`src/rtl/jtgng_sndrom_arb.sv`:
```
// Two-client sound ROM arbiter with a one-entry read cache per client.
// Define JTGNG_SNDROM_FIXPRIO_EN for fixed priority (client 0 wins ties); default is round-robin.
module jtgng_sndrom_arb #(
  parameter int AW0 = 15,
  parameter int AW1 = 15,
  parameter int OW  = 22,
  parameter logic [OW-1:0] BASE0 = OW'(22'h0),
  parameter logic [OW-1:0] BASE1 = OW'(22'h8000)
) (
  input  logic           clk,
  input  logic           rst,
  input  logic           cs0,
  input  logic [AW0-1:0] addr0,
  output logic [7:0]     dout0,
  output logic           ok0,
  input  logic           cs1,
  input  logic [AW1-1:0] addr1,
  output logic [7:0]     dout1,
  output logic           ok1,
  output logic [OW-1:0]  rom_addr,
  output logic           rom_req,
  input  logic           rom_ack,
  input  logic           rom_ok,
  input  logic [7:0]     rom_data
);

  localparam int AW = (AW0 > AW1) ? AW0 : AW1;

  typedef enum logic [1:0] {IDLE, REQ, DATA} state_t;

  state_t         state, state_nx;
  logic           gnt, gnt_nx;
  logic [AW-1:0]  lat, lat_nx;
  logic [OW-1:0]  rom_addr_nx;
  logic           rom_req_nx;
  logic           wr;
  logic           pend0, pend1, pick1;
  logic           valid0, valid1;
  logic [AW0-1:0] tag0;
  logic [AW1-1:0] tag1;
  logic [7:0]     data0, data1;
`ifndef JTGNG_SNDROM_FIXPRIO_EN
  logic           last, last_nx;  // 1: client 1 was served most recently
`endif

  assign ok0   = cs0 && valid0 && (addr0 == tag0);
  assign ok1   = cs1 && valid1 && (addr1 == tag1);
  assign dout0 = data0;
  assign dout1 = data1;
  assign pend0 = cs0 && !ok0;
  assign pend1 = cs1 && !ok1;

`ifdef JTGNG_SNDROM_FIXPRIO_EN
  assign pick1 = pend1 && !pend0;
`else
  assign pick1 = pend1 && (!pend0 || !last);
`endif

  always_comb begin
    state_nx    = state;
    gnt_nx      = gnt;
    lat_nx      = lat;
    rom_addr_nx = rom_addr;
    rom_req_nx  = rom_req;
    wr          = 1'b0;
`ifndef JTGNG_SNDROM_FIXPRIO_EN
    last_nx     = last;
`endif
    case (state)
      IDLE: begin
        if (pend0 || pend1) begin
          gnt_nx      = pick1;
          lat_nx      = pick1 ? AW'(addr1) : AW'(addr0);
          rom_addr_nx = pick1 ? BASE1 + OW'(addr1) : BASE0 + OW'(addr0);
          rom_req_nx  = 1'b1;
          state_nx    = REQ;
`ifndef JTGNG_SNDROM_FIXPRIO_EN
          last_nx     = pick1;
`endif
        end
      end
      REQ: begin
        if (rom_ack) begin
          rom_req_nx = 1'b0;
          // a downstream that answers in the ack cycle completes immediately
          if (rom_ok) begin
            wr       = 1'b1;
            state_nx = IDLE;
          end else begin
            state_nx = DATA;
          end
        end
      end
      DATA: begin
        if (rom_ok) begin
          wr       = 1'b1;
          state_nx = IDLE;
        end
      end
      default: state_nx = IDLE;
    endcase
  end

  always_ff @(posedge clk or posedge rst) begin
    if (rst) state <= IDLE;
    else     state <= state_nx;
  end

  always_ff @(posedge clk or posedge rst) begin
    if (rst) begin
      gnt      <= 1'b0;
      lat      <= '0;
      rom_addr <= '0;
      rom_req  <= 1'b0;
      valid0   <= 1'b0;
      valid1   <= 1'b0;
      tag0     <= '0;
      tag1     <= '0;
      data0    <= '0;
      data1    <= '0;
`ifndef JTGNG_SNDROM_FIXPRIO_EN
      last     <= 1'b1;
`endif
    end else begin
      gnt      <= gnt_nx;
      lat      <= lat_nx;
      rom_addr <= rom_addr_nx;
      rom_req  <= rom_req_nx;
`ifndef JTGNG_SNDROM_FIXPRIO_EN
      last     <= last_nx;
`endif
      // tag comes from the address latched at grant, not the live address
      if (wr && !gnt) begin
        valid0 <= 1'b1;
        tag0   <= AW0'(lat);
        data0  <= rom_data;
      end
      if (wr && gnt) begin
        valid1 <= 1'b1;
        tag1   <= AW1'(lat);
        data1  <= rom_data;
      end
    end
  end

endmodule

```
`config.mk`:
```
export PLATFORM = sky130hd
export DESIGN_NAME = jtgng_sndrom_arb
export DESIGN_NICKNAME = d
export VERILOG_FILES = /design/src/rtl/jtgng_sndrom_arb.sv
export SDC_FILE = /design/constraint.sdc
export NUM_CORES = 1
export LEC_CHECK = 0
export ABC_AREA = 1
export BUFFER_PORTS_ARGS = -buffer_cell sky130_fd_sc_hd__clkbuf_2
export CAP_MARGIN = 30
export CORE_MARGIN = 4
export CORE_UTILIZATION = 49
export DETAILED_ROUTE_END_ITERATION = 12
export PLACE_DENSITY = 0.84
export SETUP_SLACK_MARGIN = 0.3
export SYNTH_ARGS = -nofsm -noshare
export SYNTH_HDL_FRONTEND = slang
export SYNTH_SLANG_ARGS = --single-unit
```
`constraint.sdc`:
```
create_clock -name clk -period 1.8 [get_ports clk]
set_input_delay 0.18 -clock clk [delete_from_list [all_inputs] [get_ports clk]]
set_output_delay 0.18 -clock clk [all_outputs]
set_load 0.05 [all_outputs]
```
# == After elaboration in Yosys (flattened, before gate mapping) ==
# Index checks and enable logic that the tools add are counted.
# Widths: inputs -> output; s select.
# totals
ff_bits,90
wordCells,54
ram_bits,0
memories,0
rom_bits,0
output_inout_bits,41
inputBits,44
latch_bits,0
# classes
mux,13
n_bitwise,0
shifts,0
order_cmp,0
n_eq_ne,7
multipliers,0
n_reduce_logical,21
add_sub_neg,1
div_mod_pow,0
# ops
cell,n
$eq 15x15->1,2
$add 16x15->17 const A,1
$mux 17,1
$mux 15,1
$logic_and 1x1->1,9
$mux 2,4
$ne 2x2->1 const B,3
$pmux 2 s3,1
$reduce_and 3->1,2
$logic_not 1->1,5
$mux 1,4
$pmux 1 s2,2
$eq 2x1->1 const B,1
$eq 2x2->1 const B,1
$logic_not 2->1,1
$logic_or 1x1->1,2
$reduce_and 2->1,1
$reduce_bool 2->1,1

# == Depth between registers and ports, before layout ==
# Gate-level depths: netlist (run 1).
# depth
depth_word,8
depth_mapped,14
depth_no_buf,13

# == Worst setup path after synthesis (run 1) ==
# No wires, ideal clock.
# synth_timing
path_kind,register -> output
start,register tag0[10]
end,output port ok0
required_time_ps,1620
n_path_buf,0
arrival_ps,2359
stages_incl_launch_ff,5
path_slack_ps,-739
cell_sequence,dfrtp_1 > nand2_1 > nand2_1 > nor4_1 > nor4b_1
# synth_via
elab_chain_cells,2
# synth_lines
item,line_no,rtl
from (decl),39,logic [AW0-1:0] tag0;
from (signal assigned),135,tag0 <= AW0'(lat);
$eq 15x15->1,46,assign ok0 = cs0 && valid0 && (addr0 == tag0);
$logic_and 1x1->1,46,
to (decl),15,"output logic ok0,"
# No other way between the ends.

# == Worst setup path in the final report (run 1) ==
# layout_timing
start,register tag0[5]
end,output port ok0
# Same word-level chain as after synthesis.

==> impl_metrics.csv, run 1 <==
group,metric,value,unit
logic_synthesis,synth-edff-count,0,
power,vdd_drop_max,1.250,mV
grt,track_usage,36.36,%
logic_synthesis,yosysMostFrequentCell,"sky130_fd_sc_hd__nand2_1",
setup_path,critical_path.n_buffers_inverters,2,
placed_design,gp_congestion,0.9495,
cells_and_area,final_core_util,85.99,%
sta,layout_min_cycle_time,2.270,ns
placed_design,dp.final_hpwl,7256,um
placed_design,i_o_buffers,78,
logic_synthesis,synth_cell_types,31,
clocking,max-clock-path-buffers,2,
routing,drt_pass_1_iters,12,
placed_design,preCtsSetupSlack,0.06990,ns
logic_synthesis,synth_largest_type_area_fraction,44.70,%
setup_path,reg2reg_from,"tag1[11]",
setup_path,reg2reg_slack,-0.41,ns
setup_path,cp_data_arrival_time,2.09,ns
min_path,worstHoldStart,"rom_data[4]",
grt,grt_pass1_wl,24290,um
sta,post-route-worst-setup-slack,-0.4697,ns
run_status,failed_checks,"negative setup slack",
clocking,ctsRootBufferMaster,"sky130_fd_sc_hd__clkbuf_8",
setup_path,rr_worst_depth,13,
run_status,outcome,"finished, violations left",
floorplanning,placeableCoreArea,0.007331,sq mm
logic_synthesis,cell_area_synth,0.003751,sq mm
setup_path,timing.critical_path.to_type,"primary output",
clocking,clk_transition_reported_paths,0.07,ns
min_path,min_path_type,"primary input to flip-flop",
cells_and_area,final-seq-area,0.001705,sq mm
floorplanning,fp.dieArea,0.009119,sq mm
floorplanning,die_width,95.50,um
sta,finClkSkew,0.01590,ns
floorplanning,die_h,95.50,um
logic_synthesis,async_reset_ff_share,100.0,%
setup_path,critPathTopFamily,"simple AND/OR/NAND/NOR gates",
sta,setup_viol_count_final,22,
setup_path,critPathCapture,"ok0",
logic_synthesis,syn_inst,519,
routing,wire_per_inst,26.83,um
logic_synthesis,post_synthesis_sequential_area_ratio,45.40,%
cells_and_area,final_nets,703,
setup_path,reg2reg_end,"lat[13]",
floorplanning,floorplan.initialDensity,51.17,%
power,p_leak,3.301,nW
grt,initial_antenna_violation_count,0,
routing,drt-initial-drc-count,658,
cells_and_area,layout-area-overhead-vs-synth,68.05,%
cells_and_area,num-fill-cells,312,
cells_and_area,count_of_antenna_diodes_in_the_layout,0,
cells_and_area,layout-drive-gt1-share,54.61,%
sta,fin_tns_setup,-5.383,ns
routing,detail_route.vias_per_cell,6.578,
setup_path,worstSetupPathDepth,7,
logic_synthesis,synthesis.yosys.warnings,0,
sta,rsz0062_at_grt,"yes",
clocking,worst_skew_pair.late_latency,0.38,ns
logic_synthesis,ys_flop_type,"sky130_fd_sc_hd__dfrtp_1",
cells_and_area,finish.cell_count_without_fillers,760,
floorplanning,io-pin-count,85,
logic_synthesis,synthTopCellsByArea,"sky130_fd_sc_hd__dfrtp_1, sky130_fd_sc_hd__nand2_1, sky130_fd_sc_hd__inv_1",
routing,ant_nets,0,
setup_path,worst_stage_delay_on_the_critical_path,0.43,ns
sta,hold_viol,0,
sta,final.period_utilization,126.1,%
clocking,cts-buffers-inserted,9,
sta,finalHoldWorstSlack,0.07248,ns
setup_path,crit_path_max_fanout,3,
setup_path,critical_path.startpoint_type,"flip-flop",
placed_design,dp.cells,685,
floorplanning,num_rows,31,
grt,grt_max_degree,69,
setup_path,critPathSlowestCell,"sky130_fd_sc_hd__dfrtp_1",
clocking,cts.sinks,68,
grt,vias_in_the_first_global_route,4487,
routing,remaining_drc_errors,0,
setup_path,critical_path_required,1.62,ns
sta,clock.fmax,440.6,MHz
logic_synthesis,leading_area_contributor_after_synthesis,"sky130_fd_sc_hd__dfrtp_1",
setup_path,timing.setup.critical_path_class,"flip-flop to primary output",
power,powerDensity,1784,mW/mm^2
setup_path,path_cells,"inv_1 -> nand2_2 -> nand4_1 -> nor3_2 -> nand2_1 -> nor4b_4 -> clkbuf_8",
grt,grt-ovfl-total,0,
clocking,cts_tree,"built",
clocking,h_tree_lvl_count,3,
routing,vias,4999,
cells_and_area,multiInputGateArea,0.002469,sq mm
sta,finalMaxSlewViolations,0,
setup_path,crit_start,"tag0[5]",
routing,detail_route.wirelength,20390,um
logic_synthesis,post_synth.cell_area_avg,7.228,sq um
flow_run,drv_cap,0,
logic_synthesis,synth.cells.most_frequent,"sky130_fd_sc_hd__nand2_1, sky130_fd_sc_hd__inv_1, sky130_fd_sc_hd__dfrtp_1",
logic_synthesis,postSynthRegisterBits,68,
## layout by cell type (no fill, tap or decap), drive strengths merged
| cell type | synthesis | layout |
|---|---|---|
| clkinvlp | 0 | 1 |
| inv | 96 | 95 |
| o21a | 1 | 1 |
| dlygate4sd3 | 0 | 1 |
| nor4 | 1 | 1 |
| ha | 3 | 3 |
| nand3 | 33 | 33 |
| clkinv | 0 | 3 |
| nor3 | 2 | 2 |
| or2 | 1 | 1 |
| buf | 12 | 62 |
| nand3b | 2 | 2 |
| clkbuf | 10 | 90 |
| bufinv | 0 | 2 |
| dfrtp | 67 | 67 |
| dfstp | 1 | 1 |
| nor2 | 22 | 22 |
| nor4b | 1 | 1 |
| o21ai | 55 | 55 |
| nand2 | 206 | 207 |
| a21oi | 1 | 1 |
| nand4 | 4 | 4 |
| conb | 1 | 6 |
## per-stage QoR
step	cell area (sq um)	power (mW)
3_5_place_dp	4228	6.602
4_1_cts	5607	9.253
2_1_floorplan	3806	5.680
6_report	6304	11.24
3_3_place_gp	4228	6.467
5_1_grt	6304	11.53
## state kept, by name (all words and copies together), names as in the netlist
signal / flops
dout0: 8
dout1: 8
last: 1
lat: 14
rom_addr: 2
rom_req: 1
state: 2
tag0: 15
tag1: 15
valid0: 1
valid1: 1
## worst min path at each step
stage	cells after the start	to	slack [ns]
floorplan	1	dout0[0]	0.34
global placement	3	tag1[7]	0.29
detailed placement	3	tag1[7]	0.30
CTS	3	dout0[0]	0.06
global route	3	dout0[5]	0.09
finish	3	dout0[4]	0.07
## worst min-delay path: stages
cell	delay, ns
sky130_fd_sc_hd__clkbuf_2	0.08
sky130_fd_sc_hd__inv_1	0.08
sky130_fd_sc_hd__o21ai_2	0.06
## where the power goes
part	switching [mW]	internal, mW
Combinational	4.39	2.24
Sequential	0.897	2.24
Clock	0.668	0.813
Total	5.96	5.29
## logic make-up after synthesis
family | synth area share (%)
AO/OA/AOI/OAI | 7.972
adder cells (fa/ha/maj) | 1.001
buffers and inverters | 13.44
flip-flops | 45.40
other | 0.09997
AND/OR/NAND/NOR | 32.09
## final cells by class
class | count | share of cell area (%)
clock buffer | 11 | 2.243
clock inverter | 5 | 1.191
inverter | 96 | 5.975
sequential | 68 | 27.05
timing repair buffer | 142 | 22.41
multi-input combinational | 339 | 39.16
tap | 99 | 1.965
## routing by layer
metal / share of wire [%] / up-vias / global-route usage (%)
li1: - / 1848 / -
met1: 31 / 2292 / 44.01
met2: 42 / 599 / 57.90
met3: 15 / 260 / 6.551
met4: 11 / 0 / 26.66
met5: 0 / - / 0
## repair_timing
| action | CTS | global route |
|---|---|---|
| hold buffers | 1 | 0 |
| hold endpoints to repair | 67 | 0 |
| cloned | 15 | 1 |
| pin swaps | 38 | 37 |
| setup endpoints to repair | 68 | 70 |
| buffers inserted | 24 | 18 |
| resized for setup | 206 | 136 |
Note: power is estimated with default switching activity, not from simulation.
==> run 2, diff against run 1 <==
- CORE_UTILIZATION: 49 -> 40
- PLACE_DENSITY: 0.84 -> 0.72
- clock period: 1.8 -> 1.9 ns (I/O delays scaled with it)
==> run 2 against run 1 <==
Compared with the run above: the run still ends with negative setup slack left; count of clock-buffer cells in the layout stayed put; register-to-register slack improved by 0.33 ns; global-route usage fell by 15 points; non-clock buffer count fell by 19; sequential share of layout area up 2.1 points; design area is 7.3% lower; via count fell by 17%; routed wire length is 25% lower; sequential power is 8.0% lower; critical path depth is 2 lower; clock skew is 0.0073 ns lower.
==> impl_metrics.csv, run 2 (same netlist as run 1, synthesis figures left out) <==
group,metric,value,unit
grt,initial_antenna_violation_count,0,
sta,clock.fmax,491.9,MHz
placed_design,i_o_buffers,78,
power,powerDensity,1635,mW/mm^2
min_path,min_path_type,"primary input to flip-flop",
setup_path,timing.critical_path.to_type,"primary output",
sta,final.period_utilization,107.0,%
clocking,max-clock-path-buffers,2,
placed_design,dp.final_hpwl,7469,um
routing,detail_route.wirelength,15270,um
routing,ant_nets,0,
grt,vias_in_the_first_global_route,3600,
routing,detail_route.vias_per_cell,5.531,
routing,drt_pass_1_iters,8,
grt,grt_max_degree,48,
routing,vias,4170,
floorplanning,num_rows,35,
grt,grt_pass1_wl,18260,um
floorplanning,die_h,104.8,um
clocking,clk_transition_reported_paths,0.08,ns
floorplanning,floorplan.initialDensity,40.79,%
floorplanning,io-pin-count,85,
power,vdd_drop_max,0.9454,mV
sta,post-route-worst-setup-slack,-0.1328,ns
floorplanning,placeableCoreArea,0.009196,sq mm
run_status,outcome,"finished, violations left",
sta,hold_viol,0,
setup_path,crit_start,"tag0[7]",
floorplanning,fp.dieArea,0.01099,sq mm
run_status,failed_checks,"negative setup slack",
setup_path,critical_path_required,1.71,ns
power,p_leak,3.075,nW
setup_path,reg2reg_from,"tag1[11]",
setup_path,critical_path.startpoint_type,"flip-flop",
sta,finalHoldWorstSlack,0.06679,ns
cells_and_area,layout_common_cells,"sky130_fd_sc_hd__nand2_1, sky130_fd_sc_hd__inv_1, sky130_fd_sc_hd__clkbuf_2",
clocking,worst_skew_pair.late_latency,0.36,ns
clocking,cts_tree,"built",
sta,finClkSkew,0.008635,ns
clocking,ctsRootBufferMaster,"sky130_fd_sc_hd__clkbuf_8",
min_path,worstHoldStart,"rom_data[0]",
flow_run,drv_cap,0,
setup_path,crit_path_max_fanout,3,
cells_and_area,reg.largest.list,"tag0 x15, tag1 x15, lat x14",
sta,setup_viol_count_final,19,
cells_and_area,count_of_antenna_diodes_in_the_layout,0,
cells_and_area,layout-area-overhead-vs-synth,55.80,%
clocking,h_tree_lvl_count,3,
placed_design,gp_congestion,0.8823,
sta,finalMaxSlewViolations,0,
setup_path,reg2reg_slack,-0.08,ns
grt,track_usage,21.24,%
routing,remaining_drc_errors,0,
setup_path,timing.setup.critical_path_class,"flip-flop to primary output",
cells_and_area,num-fill-cells,726,
grt,grt-ovfl-total,0,
clocking,cts-buffers-inserted,9,
routing,wire_per_inst,20.25,um
cells_and_area,final_nets,685,
routing,drt-initial-drc-count,475,
sta,fin_tns_setup,-0.9054,ns
floorplanning,die_width,104.8,um
setup_path,cp_data_arrival_time,1.84,ns
cells_and_area,most_frequent_standard_cell_in_the_layout_excluding_fill_and_tap_cells,"sky130_fd_sc_hd__nand2_1",
cells_and_area,layout-drive-gt1-share,49.30,%
clocking,cts.sinks,68,
sta,rsz0062_at_grt,"yes",
sta,layout_min_cycle_time,2.033,ns
run 2: cell types whose count changed in the layout (fill, tap and decap cells not counted), moves of 6 or more:
cell / delta
sky130_fd_sc_hd__nor2_2: -6
sky130_fd_sc_hd__nand2_2: +8
sky130_fd_sc_hd__clkbuf_16: +8
sky130_fd_sc_hd__o21ai_2: -8
sky130_fd_sc_hd__nand3_2: -6
sky130_fd_sc_hd__buf_16: -11
sky130_fd_sc_hd__nand2_4: -11
sky130_fd_sc_hd__buf_12: -8
sky130_fd_sc_hd__o21ai_1: +8
run 2: critical path, cell delays in order (launching register included):
cell,delay [ns]
sky130_fd_sc_hd__dfrtp_1,0.42
sky130_fd_sc_hd__nand2_1,0.14
sky130_fd_sc_hd__nand2_1,0.10
sky130_fd_sc_hd__nor4_2,0.32
sky130_fd_sc_hd__nor4b_4,0.27
sky130_fd_sc_hd__clkbuf_8,0.23
run 2: layout make-up:
class                      count  area, sq um  area share (%)
tap                          111        138.9           2.376
multi-input combinational    339         2315           39.61
timing repair inverter         1        8.758          0.1499
clock buffer                  11        141.4           2.419
sequential                    68         1704           29.16
timing repair buffer         123         1079           18.45
clock inverter                 5        75.07           1.285
inverter                      96        382.9           6.551
run 2: repair_timing:
| action | 4_1_cts | 5_1_grt |
|---|---|---|
| gates cloned | 3 | 15 |
| setup endpoints to repair | 21 | 68 |
| hold endpoints to repair | 11 | 0 |
| pin swaps | 24 | 35 |
| resized for setup | 46 | 233 |
| setup buffers | 8 | 11 |
| hold buffers | 1 | 0 |
run 2: final timing paths:
path | to | cells past startpoint
min in group asynchronous | rom_req | 3
worst max-delay path | ok0 | 5
worst max register to register | last | 13
max in group asynchronous | tag0[8] | 4
worst min register to register | valid1 | 2
worst min-delay path | dout0[0] | 3
run 2: per-stage QoR:
step	cells	setup slack (ns)	total power, mW	utilization, %	cell area (sq um)
after CTS	728	-0.02703	7.886	52.29	4808
after detailed placement	700	0.1970	6.273	46.49	4275
final	754	-0.1328	9.555	63.55	5844
after floorplan	524	0.05210	5.368	-	3782
after global placement	700	0.2360	6.178	46.49	4275
after global routing	754	-0.2184	10.02	63.55	5844
run 2: report_power, final:
part           leakage [nW]  internal (mW)  switching, mW
registers             0.850           2.12          0.758
clock network         0.113          0.769          0.593
logic                  2.11           1.80           3.52
total                  3.07           4.69           4.87
run 2: layer usage:
layer	track usage (%)	wire, um	share of wire [%]	vias to the layer above
met1	27.37	5328	35	1977
met5	0	0	0	-
met2	34.01	7242	47	288
met4	8.435	1040	6.8	0
met3	5.621	1657	11	96
li1	-	-	-	1809
